===== config.mk =====
export PLATFORM = sky130hd
export DESIGN_NAME = sdrc_port_arb
export DESIGN_NICKNAME = d
export VERILOG_FILES = /design/src/rtl/sdrc_port_arb.sv
export SDC_FILE = /design/constraint.sdc
export NUM_CORES = 1
export LEC_CHECK = 0
export CELL_PAD_IN_SITES_DETAIL_PLACEMENT = 0
export CELL_PAD_IN_SITES_GLOBAL_PLACEMENT = 1
export CORE_AREA = 2 2 177 179
export DETAILED_ROUTE_END_ITERATION = 6
export DIE_AREA = 0 0 179 181
export HOLD_SLACK_MARGIN = 0.06
export PLACE_DENSITY_LB_ADDON = 0.1
export SLEW_MARGIN = 20
export SYNTH_ARGS = -nofsm -noshare
export SYNTH_HDL_FRONTEND = slang
export SYNTH_SLANG_ARGS = --single-unit

===== constraint.sdc =====
create_clock -name sdram_clk -period 2.6 [get_ports sdram_clk]
set_clock_uncertainty 0.2 [all_clocks]
set_input_delay 0.52 -clock sdram_clk [delete_from_list [all_inputs] [get_ports sdram_clk]]
set_output_delay 0.52 -clock sdram_clk [all_outputs]
set_load 0.01 [all_outputs]

===== src/rtl/sdrc_port_arb.sv =====
// Multi-port round-robin arbiter in front of the sdrc_core application interface.
// Define SDRC_ARB_FIXED_PRIO_EN to give port 0 absolute priority over ports 1..NP-1.
module sdrc_port_arb #(
    parameter int NP     = 4,
    parameter int APP_AW = 26,
    parameter int dw     = 32,
    parameter int bl     = 9
) (
    input  logic                 sdram_clk,
    input  logic                 sdram_resetn,
    input  logic [NP-1:0]        p_req,
    input  logic [NP*APP_AW-1:0] p_req_addr,
    input  logic [NP*bl-1:0]     p_req_len,
    input  logic [NP-1:0]        p_req_wr_n,
    output logic [NP-1:0]        p_req_ack,
    input  logic [NP*dw-1:0]     p_wr_data,
    input  logic [NP*dw/8-1:0]   p_wr_en_n,
    output logic [NP-1:0]        p_wr_next,
    output logic [NP-1:0]        p_rd_valid,
    output logic [NP-1:0]        p_last_rd,
    output logic [dw-1:0]        p_rd_data,
    output logic [2:0]           grant_id,
    output logic                 arb_busy,
    output logic                 app_req,
    output logic [APP_AW-1:0]    app_req_addr,
    output logic [bl-1:0]        app_req_len,
    output logic                 app_req_wr_n,
    input  logic                 app_req_ack,
    output logic [dw-1:0]        app_wr_data,
    output logic [dw/8-1:0]      app_wr_en_n,
    input  logic                 app_wr_next_req,
    input  logic                 app_rd_valid,
    input  logic                 app_last_rd,
    input  logic [dw-1:0]        app_rd_data
);

    localparam logic [1:0] IDLE  = 2'd0;
    localparam logic [1:0] REQ   = 2'd1;
    localparam logic [1:0] WDATA = 2'd2;
    localparam logic [1:0] RDATA = 2'd3;

    logic [1:0]        state;
    logic [2:0]        rr_ptr;
    logic [2:0]        grant;
    logic [bl-1:0]     beat_cnt;

    logic [NP-1:0]     req_eff;
    logic [NP-1:0]     rr_req;
    logic [2:0]        lo_pick;
    logic [2:0]        hi_pick;
    logic              hi_found;
    logic [2:0]        pick;
    logic [NP-1:0]     grant_oh;
    logic [APP_AW-1:0] sel_addr;
    logic [bl-1:0]     sel_len;
    logic              sel_wr_n;
    logic [2:0]        next_ptr;

    assign grant_id  = grant;
    assign p_rd_data = app_rd_data;
    assign next_ptr  = (grant == 3'(NP-1)) ? 3'd0 : grant + 3'd1;

    // A port whose ack is visible this cycle has not yet dropped its request; mask it.
    always_comb begin
        req_eff  = p_req & ~p_req_ack;
        rr_req   = req_eff;
`ifdef SDRC_ARB_FIXED_PRIO_EN
        rr_req[0] = 1'b0;
`endif
        lo_pick  = '0;
        hi_pick  = '0;
        hi_found = 1'b0;
        for (int i = NP - 1; i >= 0; i--) begin
            if (rr_req[i]) begin
                lo_pick = 3'(i);
            end
            if (rr_req[i] && (3'(i) >= rr_ptr)) begin
                hi_pick  = 3'(i);
                hi_found = 1'b1;
            end
        end
        pick = hi_found ? hi_pick : lo_pick;
`ifdef SDRC_ARB_FIXED_PRIO_EN
        if (req_eff[0]) begin
            pick = 3'd0;
        end
`endif
    end

    always_comb begin
        sel_addr = '0;
        sel_len  = '0;
        sel_wr_n = 1'b1;
        grant_oh = '0;
        for (int i = 0; i < NP; i++) begin
            if (pick == 3'(i)) begin
                sel_addr = p_req_addr[i*APP_AW +: APP_AW];
                sel_len  = p_req_len[i*bl +: bl];
                sel_wr_n = p_req_wr_n[i];
            end
            grant_oh[i] = (grant == 3'(i));
        end
    end

    // Data-phase steering; everything is quiet outside the owning data state.
    always_comb begin
        app_wr_data = '0;
        app_wr_en_n = '1;
        p_wr_next   = '0;
        p_rd_valid  = '0;
        p_last_rd   = '0;
        if (state == WDATA) begin
            for (int i = 0; i < NP; i++) begin
                if (grant == 3'(i)) begin
                    app_wr_data = p_wr_data[i*dw +: dw];
                    app_wr_en_n = p_wr_en_n[i*(dw/8) +: (dw/8)];
                end
            end
            p_wr_next = grant_oh & {NP{app_wr_next_req}};
        end else if (state == RDATA) begin
            p_rd_valid = grant_oh & {NP{app_rd_valid}};
            p_last_rd  = grant_oh & {NP{app_last_rd}};
        end
    end

    always_ff @(posedge sdram_clk or negedge sdram_resetn) begin
        if (!sdram_resetn) begin
            state        <= IDLE;
            rr_ptr       <= '0;
            grant        <= '0;
            beat_cnt     <= '0;
            app_req      <= 1'b0;
            app_req_addr <= '0;
            app_req_len  <= '0;
            app_req_wr_n <= 1'b1;
            arb_busy     <= 1'b0;
            p_req_ack    <= '0;
        end else begin
            p_req_ack <= '0;
            case (state)
                IDLE: begin
                    if (|req_eff) begin
                        grant        <= pick;
                        app_req      <= 1'b1;
                        app_req_addr <= sel_addr;
                        app_req_len  <= sel_len;
                        app_req_wr_n <= sel_wr_n;
                        arb_busy     <= 1'b1;
                        state        <= REQ;
                    end
                end
                REQ: begin
                    if (app_req_ack) begin
                        app_req   <= 1'b0;
                        p_req_ack <= grant_oh;
                        rr_ptr    <= next_ptr;
                        beat_cnt  <= app_req_len;
                        if (app_req_len == '0) begin
                            state    <= IDLE;
                            arb_busy <= 1'b0;
                        end else if (app_req_wr_n) begin
                            state <= RDATA;
                        end else begin
                            state <= WDATA;
                        end
                    end
                end
                WDATA: begin
                    if (app_wr_next_req) begin
                        beat_cnt <= beat_cnt - bl'(1);
                        if (beat_cnt == bl'(1)) begin
                            state    <= IDLE;
                            arb_busy <= 1'b0;
                        end
                    end
                end
                RDATA: begin
                    if (app_rd_valid && app_last_rd) begin
                        state    <= IDLE;
                        arb_busy <= 1'b0;
                    end
                end
                default: state <= IDLE;
            endcase
        end
    end

endmodule


==> impl_results.rst, run 1 <==
.. list-table::
   :header-rows: 1

   * - Metric
     - Value
   * - Status
     - finished with violations
   * - Violations in the final reports
     - negative setup slack
   * - Remaining max-slew budget at the tightest pin
     - 61.2%
   * - Number of maximum-capacitance constraint violations
     - 0
   * - Clock Tree Root
     - sky130_fd_sc_hd__clkbuf_16
   * - Ports
     - 455
   * - Avg Vias per Cell
     - 4.39
   * - Die Wd
     - 179 microns
   * - Flip-flop cell with the highest count after synthesis
     - sky130_fd_sc_hd__dfrtp_1
   * - Slowest cell on the critical path
     - sky130_fd_sc_hd__dfrtp_1
   * - Final setup violation count
     - 36
   * - Count of unresolved DRC violations after routing
     - 0
   * - Summed instance area of the synthesized netlist
     - 5070 sq um
   * - Post-route worst hold slack
     - 0.316 ns
   * - Final critical path time including I/O delays and setup
     - 2.78 ns
   * - 1st-iter DRT viols
     - 202
   * - Global-route congestion overflow total
     - 0
   * - Vertical extent of the die
     - 181 microns
   * - Syn_area_per_cell
     - 7.48 sq um
   * - Critical path's top delay family
     - buffers and inverters
   * - Die footprint
     - 32400 sq um
   * - CTS Sinks
     - 57
   * - Number of global-route vias before repair
     - 6632
   * - Final HPWL from detailed placement
     - 22100 microns
   * - Slew @ Worst Pin
     - 0.576 ns
   * - Max Slew Vio Count
     - 0
   * - Maximum buffer depth of the clock tree
     - 2
   * - Share of final-layout standard cells stronger than drive strength 1
     - 18.6%
   * - CP Cell Sequence
     - inv_2, buf_6, ha_4, buf_12, buf_6, nand3b_1, a21oi_2, a21oi_1, nor2_1, a21oi_1, nor2_1, buf_2
   * - P&R area growth vs syn
     - 103%
   * - YS warnings
     - 0
   * - Routed wirelength normalized by instance count
     - 19.3 microns
   * - Footprint of the flip-flops and latches
     - 1430 sq um
   * - Count of cell types in the netlist
     - 43
   * - Share of flip-flops with an asynchronous set or reset
     - 100%
   * - Achievable frequency
     - 0.360 GHz
   * - Total routing usage reported by global routing
     - 17.0%
   * - Total of buffers placed on input and output ports
     - 389
   * - Element type at the critical path end
     - output pin
   * - Router iterations before antenna repair
     - 4
   * - Clock insertion delay at the later pin of the skew report
     - 0.34 ns
   * - Effective utilization at floorplan
     - 16.7%
   * - Total non-filler cell area in the finished layout
     - 10300 sq um
   * - Placed standard-cell area
     - 9560 sq um
   * - Critical Setup Path Class
     - flip-flop to output pin
   * - LEAKAGE
     - 0.00412 uW
   * - Slowest stage delay, CP
     - 0.38 ns
   * - Final Routed Wirelength
     - 28400 microns
   * - First-pass GRT wire length
     - 41100 microns
   * - Maximum fanout along the worst path
     - 6
   * - Std-Cell Rows
     - 64
   * - Post-DRT Antenna Nets
     - 0
   * - CP arrival
     - 2.06 ns
   * - Clock tree from TritonCTS
     - done
   * - Type of element launching the critical path
     - flip-flop
   * - Clock transition at the registers of the reported paths
     - 0.06 ns
   * - Max rail drop VDD
     - 352 uV
   * - Net count of the mapped netlist
     - 1014
   * - Vias post-DR
     - 6462
   * - Critical path required time
     - 1.88 ns
   * - Post-layout utilization of the core
     - 33.9%
   * - Inserted Clock Buffers
     - 9
   * - Number of antenna violations at the first check in global routing
     - 3
   * - Layout net count
     - 1403
   * - Final non-filler cell total
     - 1471
   * - Synthesized netlist cell count
     - 678
   * - Flip-flop and latch count after synthesis
     - 57
   * - Buf/Inv on CP
     - 5
   * - Fraction of the yosys area taken by sequential cells
     - 28.2%
   * - # H-tree levels
     - 3
   * - Placer congestion estimate
     - 0.782
   * - Count of placed standard cells including taps
     - 1427
   * - Crit share post-route
     - 107%
   * - Pin count of the biggest net entering global routing
     - 63
   * - Cell Pwr Density
     - 1000 nW/um^2
   * - Number of fillers in the final layout
     - 3250
   * - Unrepaired setup endpoints after global routing
     - true
   * - Classification of the worst-slack hold path
     - flip-flop to flip-flop
   * - Count of final hold-check violations
     - 0
   * - EDFF count, synth
     - 0
   * - Worst Slack Setup Final
     - -0.176 ns
   * - Multi-input gate area
     - 3300 sq um
   * - Core Region
     - 30300 sq um
==> report_power, final <==
| part | internal [uW] | total [uW] | switching [uW] |
|---|---|---|---|
| sequential | 1310 | 1690 | 378 |
| clock | 750 | 1240 | 488 |
| combinational | 3760 | 7390 | 3630 |
| total | 5820 | 10300 | 4500 |
==> cell families after synthesis <==
logic type | share of synthesized area [%]
adder cells (fa/ha/maj) | 1.48
AO/OA/AOI/OAI | 29.7
AND/OR/NAND/NOR | 20.9
other | 0.0739
buffers and inverters | 11.7
multiplexers | 7.94
flip-flops | 28.2
==> layout make-up <==
type | count | share of cell area [%]
tap | 396 | 4.81
inverter | 12 | 0.462
clock buffer | 9 | 2.19
antenna | 3 | 0.0729
timing repair buffer | 472 | 45.8
sequential | 57 | 13.9
multi-input combinational | 515 | 32.1
clock inverter | 7 | 0.754
==> placed cells by master (no fill, tap or decap), types with 10 or more instances in the layout <==
cell | Yosys | layout
sky130_fd_sc_hd__buf_2 | 7 | 36
sky130_fd_sc_hd__dlygate4sd2_1 | 0 | 10
sky130_fd_sc_hd__nand2_1 | 49 | 45
sky130_fd_sc_hd__buf_12 | 0 | 19
sky130_fd_sc_hd__buf_4 | 36 | 45
sky130_fd_sc_hd__mux2i_1 | 38 | 38
sky130_fd_sc_hd__inv_1 | 12 | 10
sky130_fd_sc_hd__o2bb2ai_1 | 36 | 36
sky130_fd_sc_hd__clkbuf_16 | 0 | 10
sky130_fd_sc_hd__buf_6 | 7 | 13
sky130_fd_sc_hd__o21ai_1 | 12 | 17
sky130_fd_sc_hd__dfrtp_1 | 56 | 55
sky130_fd_sc_hd__clkdlybuf4s50_1 | 0 | 340
sky130_fd_sc_hd__a21oi_1 | 142 | 104
sky130_fd_sc_hd__nand3b_1 | 31 | 31
sky130_fd_sc_hd__a21oi_2 | 0 | 38
sky130_fd_sc_hd__nor2_1 | 84 | 82
sky130_fd_sc_hd__o22ai_1 | 36 | 36
sky130_fd_sc_hd__and3_1 | 12 | 12
==> timing repair <==
action | in CTS | in global routing
hold buffers | 1 | 0
setup buffers | 16 | 4
hold endpoints to repair | 56 | 0
cloned | 4 | 1
pin swaps | 32 | 37
endpoints found under the setup margin | 48 | 42
gates resized for setup | 206 | 43
==> Yosys cell counts, types with 5 or more instances <==
cell | count | area (sq um)
sky130_fd_sc_hd__o22ai_1 | 36 | 225
sky130_fd_sc_hd__nor4_1 | 5 | 31.3
sky130_fd_sc_hd__o21ai_1 | 12 | 60.1
sky130_fd_sc_hd__nand2_1 | 49 | 184
sky130_fd_sc_hd__nand2b_1 | 6 | 37.5
sky130_fd_sc_hd__inv_1 | 12 | 45.0
sky130_fd_sc_hd__buf_6 | 7 | 78.8
sky130_fd_sc_hd__clkbuf_1 | 38 | 143
sky130_fd_sc_hd__nand3b_1 | 31 | 233
sky130_fd_sc_hd__nor2_1 | 84 | 315
sky130_fd_sc_hd__o21ai_0 | 12 | 60.1
sky130_fd_sc_hd__buf_4 | 36 | 270
sky130_fd_sc_hd__nor2b_1 | 5 | 31.3
sky130_fd_sc_hd__buf_1 | 6 | 22.5
sky130_fd_sc_hd__ha_1 | 6 | 75.1
sky130_fd_sc_hd__a21oi_1 | 142 | 711
sky130_fd_sc_hd__buf_2 | 7 | 35.0
sky130_fd_sc_hd__dfrtp_1 | 56 | 1400
sky130_fd_sc_hd__mux2i_1 | 38 | 380
sky130_fd_sc_hd__and3_1 | 12 | 75.1
sky130_fd_sc_hd__and2_1 | 7 | 43.8
sky130_fd_sc_hd__o2bb2ai_1 | 36 | 315
==> metrics by stage <==
step	setup TNS (ns)	setup slack, ns	power, uW
2_1_floorplan	0	0.129	5200
3_3_place_gp	-15.26	-0.449	8490
3_5_place_dp	-15.08	-0.464	8460
4_1_cts	-4.23	-0.198	10300
5_1_grt	-7.76	-0.298	11200
6_report	-2.70	-0.176	10300
==> routing by layer <==
metal | track usage [%] | vias up | share of wire, % | wire length (microns)
met4 | 6.02 | 0 | 2.2 | 627
met2 | 29.5 | 289 | 50 | 14100
met5 | 0 | - | 0 | 0
li1 | - | 3189 | - | -
met3 | 4.90 | 40 | 8.8 | 2500
met1 | 19.6 | 2944 | 39 | 11200
==> worst min-delay path, stage by stage, from the launching register on <==
cell and delay (ns):
sky130_fd_sc_hd__dfrtp_1 0.37, sky130_fd_sc_hd__nand2_1 0.05, sky130_fd_sc_hd__nand2_1 0.06
==> registers in the layout, summed over array words and instances, names as in the netlist <==
signal and flops:
app_req_wr_n 1, app_req 1, grant_id 2, beat_cnt 9
p_req_ack 4, app_req_len 9, arb_busy 1, state 2
rr_ptr 2, app_req_addr 26
==> final timing paths <==
| path | start | to | slack, ns | depth (start not counted) |
|---|---|---|---|---|
| max | grant_id[1] | app_wr_data[14] | -0.18 | 12 |
| max reg2reg | p_req_ack[2] | app_req_addr[11] | 0.24 | 8 |
| max in group asynchronous | sdram_resetn | app_req_wr_n | 1.36 | 3 |
| min | app_req | app_req | 0.32 | 2 |
| min in group asynchronous | sdram_resetn | app_req_addr[24] | 0.52 | 3 |
| min reg2reg | app_req | app_req | 0.32 | 2 |
Power figures use the tool's default switching activity.
==> run 2: changes to the inputs <==
--- a/config.mk
+++ b/config.mk
@@ -5,6 +5,7 @@
 export SDC_FILE = /design/constraint.sdc
 export NUM_CORES = 1
 export LEC_CHECK = 0
+export ABC_CLOCK_PERIOD_IN_PS = 2600
 export CELL_PAD_IN_SITES_DETAIL_PLACEMENT = 0
 export CELL_PAD_IN_SITES_GLOBAL_PLACEMENT = 1
 export CORE_AREA = 2 2 177 179
==> results of run 2 <==
The final DEF is identical to that of run 1; final timing and power are the same.
==> run 3: changes to the inputs <==
--- a/config.mk
+++ b/config.mk
@@ -6,11 +6,9 @@
 export NUM_CORES = 1
 export LEC_CHECK = 0
 export ABC_CLOCK_PERIOD_IN_PS = 2600
-export CELL_PAD_IN_SITES_DETAIL_PLACEMENT = 0
-export CELL_PAD_IN_SITES_GLOBAL_PLACEMENT = 1
-export CORE_AREA = 2 2 177 179
+export CORE_AREA = 2 2 178 180
 export DETAILED_ROUTE_END_ITERATION = 6
-export DIE_AREA = 0 0 179 181
+export DIE_AREA = 0 0 180 182
 export HOLD_SLACK_MARGIN = 0.06
 export PLACE_DENSITY_LB_ADDON = 0.1
 export SLEW_MARGIN = 20
==> impl_results.rst, run 3 (synthesis gave the netlist of run 1 again) <==
.. list-table::
   :header-rows: 1

   * - Metric
     - Value
   * - Remaining max-slew budget at the tightest pin
     - 63.8%
   * - CP Cell Sequence
     - buf_6, ha_4, buf_4, clkbuf_16, nand3b_1, a21oi_2, a21oi_1, nor2_1, a21oi_1, nor2_1, buf_2
   * - Leading cell types in the layout, fill and taps excluded
     - sky130_fd_sc_hd__clkdlybuf4s50_1 (341), sky130_fd_sc_hd__a21oi_1 (108), sky130_fd_sc_hd__nor2_1 (81)
   * - Number of flip-flops under the largest register name
     - 26
   * - Clock insertion delay at the later pin of the skew report
     - 0.34 ns
   * - Std-Cell Rows
     - 65
   * - Classification of the worst-slack hold path
     - flip-flop to flip-flop
   * - Total of buffers placed on input and output ports
     - 389
   * - Critical path required time
     - 1.88 ns
   * - Clock transition at the registers of the reported paths
     - 0.07 ns
   * - Violations in the final reports
     - negative setup slack
   * - Achievable frequency
     - 0.355 GHz
   * - # H-tree levels
     - 3
   * - Slowest cell on the critical path
     - sky130_fd_sc_hd__dfrtp_1
   * - Router iterations before antenna repair
     - 6
   * - Layout net count
     - 1413
   * - 1st-iter DRT viols
     - 230
   * - Cell Pwr Density
     - 993 nW/um^2
   * - LEAKAGE
     - 0.00419 uW
   * - Slew @ Worst Pin
     - 0.542 ns
   * - Pin count of the biggest net entering global routing
     - 61
   * - Share of final-layout standard cells stronger than drive strength 1
     - 19.0%
   * - R2R setup slack
     - 0.31 ns
   * - Vias post-DR
     - 6542
   * - Type of element launching the critical path
     - flip-flop
   * - Avg Vias per Cell
     - 4.41
   * - Core Region
     - 31000 sq um
   * - Register ranked first by flip-flop count
     - app_req_addr
   * - First-pass GRT wire length
     - 40700 microns
   * - Worst Slack Setup Final
     - -0.218 ns
   * - Placer congestion estimate
     - 0.778
   * - Clock Tree Root
     - sky130_fd_sc_hd__clkbuf_16
   * - Global-route congestion overflow total
     - 0
   * - P&R area growth vs syn
     - 104%
   * - Final critical path time including I/O delays and setup
     - 2.82 ns
   * - Max Slew Vio Count
     - 0
   * - Vertical extent of the die
     - 182 microns
   * - Ports
     - 455
   * - Fraction of power consumed by the clock network
     - 11.5%
   * - Internal power contribution
     - 5810 uW
   * - Final Power
     - 10300 uW
   * - Largest registers
     - app_req_addr: 26 flops, app_req_len: 9 flops, beat_cnt: 9 flops
   * - Inserted Clock Buffers
     - 9
   * - Count of unresolved DRC violations after routing
     - 0
   * - Crit share post-route
     - 108%
   * - Number of maximum-capacitance constraint violations
     - 0
   * - Clock tree from TritonCTS
     - done
   * - Die Wd
     - 180 microns
   * - Effective utilization at floorplan
     - 16.4%
   * - Number of global-route vias before repair
     - 6746
   * - Final HPWL from detailed placement
     - 21600 microns
   * - Most common cell after layout, fill and taps aside
     - sky130_fd_sc_hd__clkdlybuf4s50_1
   * - Element type at the critical path end
     - output pin
   * - CTS Sinks
     - 57
   * - Count of final hold-check violations
     - 0
   * - Post-DRT Antenna Nets
     - 0
   * - Critical Setup Path Class
     - flip-flop to output pin
   * - Status
     - finished with violations
   * - Slowest stage delay, CP
     - 0.40 ns
   * - Total routing usage reported by global routing
     - 16.1%
   * - Placed standard-cell area
     - 9650 sq um
   * - Antenna fix cells
     - 0
   * - Post-layout utilization of the core
     - 33.4%
   * - Maximum fanout along the worst path
     - 10
   * - Logic pwr share
     - 72.2%
   * - Final setup violation count
     - 36
   * - Switching part of the total
     - 43.5%
   * - Max rail drop VDD
     - 505 uV
   * - Routed wirelength normalized by instance count
     - 18.4 microns
   * - Unrepaired setup endpoints after global routing
     - true
   * - Number of fillers in the final layout
     - 3322
   * - Number of antenna violations at the first check in global routing
     - 0
   * - Die footprint
     - 32800 sq um
   * - Post-route worst hold slack
     - 0.290 ns
   * - Switching component of the power
     - 4480 uW
   * - Final Routed Wirelength
     - 27300 microns
   * - Maximum buffer depth of the clock tree
     - 2
   * - CP arrival
     - 2.10 ns
   * - Total non-filler cell area in the finished layout
     - 10400 sq um
   * - Part of the total power dissipated in sequential elements
     - 16.3%
-- run 3: cell count changes in the layout (fill, tap and decap cells not counted), moves of 3 or more --
cell,change
sky130_fd_sc_hd__buf_6,+5
sky130_fd_sc_hd__clkbuf_2,+3
sky130_fd_sc_hd__diode_2,-3
sky130_fd_sc_hd__nand2_2,-4
sky130_fd_sc_hd__buf_4,+5
sky130_fd_sc_hd__a21oi_1,+4
sky130_fd_sc_hd__a21oi_2,-4
sky130_fd_sc_hd__nand2_1,+4
sky130_fd_sc_hd__dlygate4sd2_1,-3
-- run 3: repair_timing --
action                                  CTS  global route
endpoints found under the hold margin    56             0
gates resized for setup                 191            52
hold buffers                              1             0
endpoints found under the setup margin   48            47
buffers inserted                         15             6
gates cloned                              2             2
pin swaps                                31            27
-- run 3: per-stage QoR --
stage          setup TNS [ns]  instances  worst slack [ns]
2_1_floorplan               0        678             0.129
3_3_place_gp           -16.16       1444            -0.520
3_5_place_dp           -15.72       1444            -0.568
4_1_cts                 -5.99       1478            -0.255
5_1_grt                 -9.98       1484            -0.357
6_report                -4.25       1484            -0.218
-- run 3: worst paths after layout --
path | from | to | depth (start not counted)
worst max-delay path | grant_id[0] | app_wr_data[12] | 11
worst min-delay path | app_req | app_req | 2
worst max register to register | p_req_ack[0] | app_req_addr[24] | 7
worst min register to register | app_req | app_req | 2
max in group asynchronous | sdram_resetn | beat_cnt[5] | 3
min in group asynchronous | sdram_resetn | app_req_addr[23] | 3
-- run 3: layer usage --
| layer | routed length, microns | global-route usage, % |
|---|---|---|
| met5 | 0 | 0 |
| met4 | 443 | 4.07 |
| met3 | 2110 | 4.93 |
| met2 | 13800 | 29.2 |
| met1 | 11000 | 18.2 |
-- run 3: critical path, delay by kind of cell, from the launching register on --
kind                     cells  cell delay [ns]
buffers and inverters        4             0.56
flip-flops                   1             0.40
AND/OR/NAND/NOR              3             0.37
AO/OA/AOI/OAI                3             0.24
adder cells (fa/ha/maj)      1             0.18
-- run 3: cell type report --
cell class / count / area, sq um / area share, %
tap: 402 / 503 / 4.85
multi-input combinational: 515 / 3290 / 31.8
sequential: 57 / 1430 / 13.8
clock buffer: 9 / 225 / 2.17
inverter: 12 / 45.0 / 0.435
timing repair buffer: 482 / 4810 / 46.4
clock inverter: 7 / 61.3 / 0.592
-- run 3: power by group through the flow --
stage	Clock, uW	Sequential (uW)	Combinational (uW)
detailed placement	0	1690	6880
CTS	1230	1690	7190
finish	1190	1680	7420
floorplan	0	1730	3470
global route	1260	1740	8150
global placement	0	1690	6900
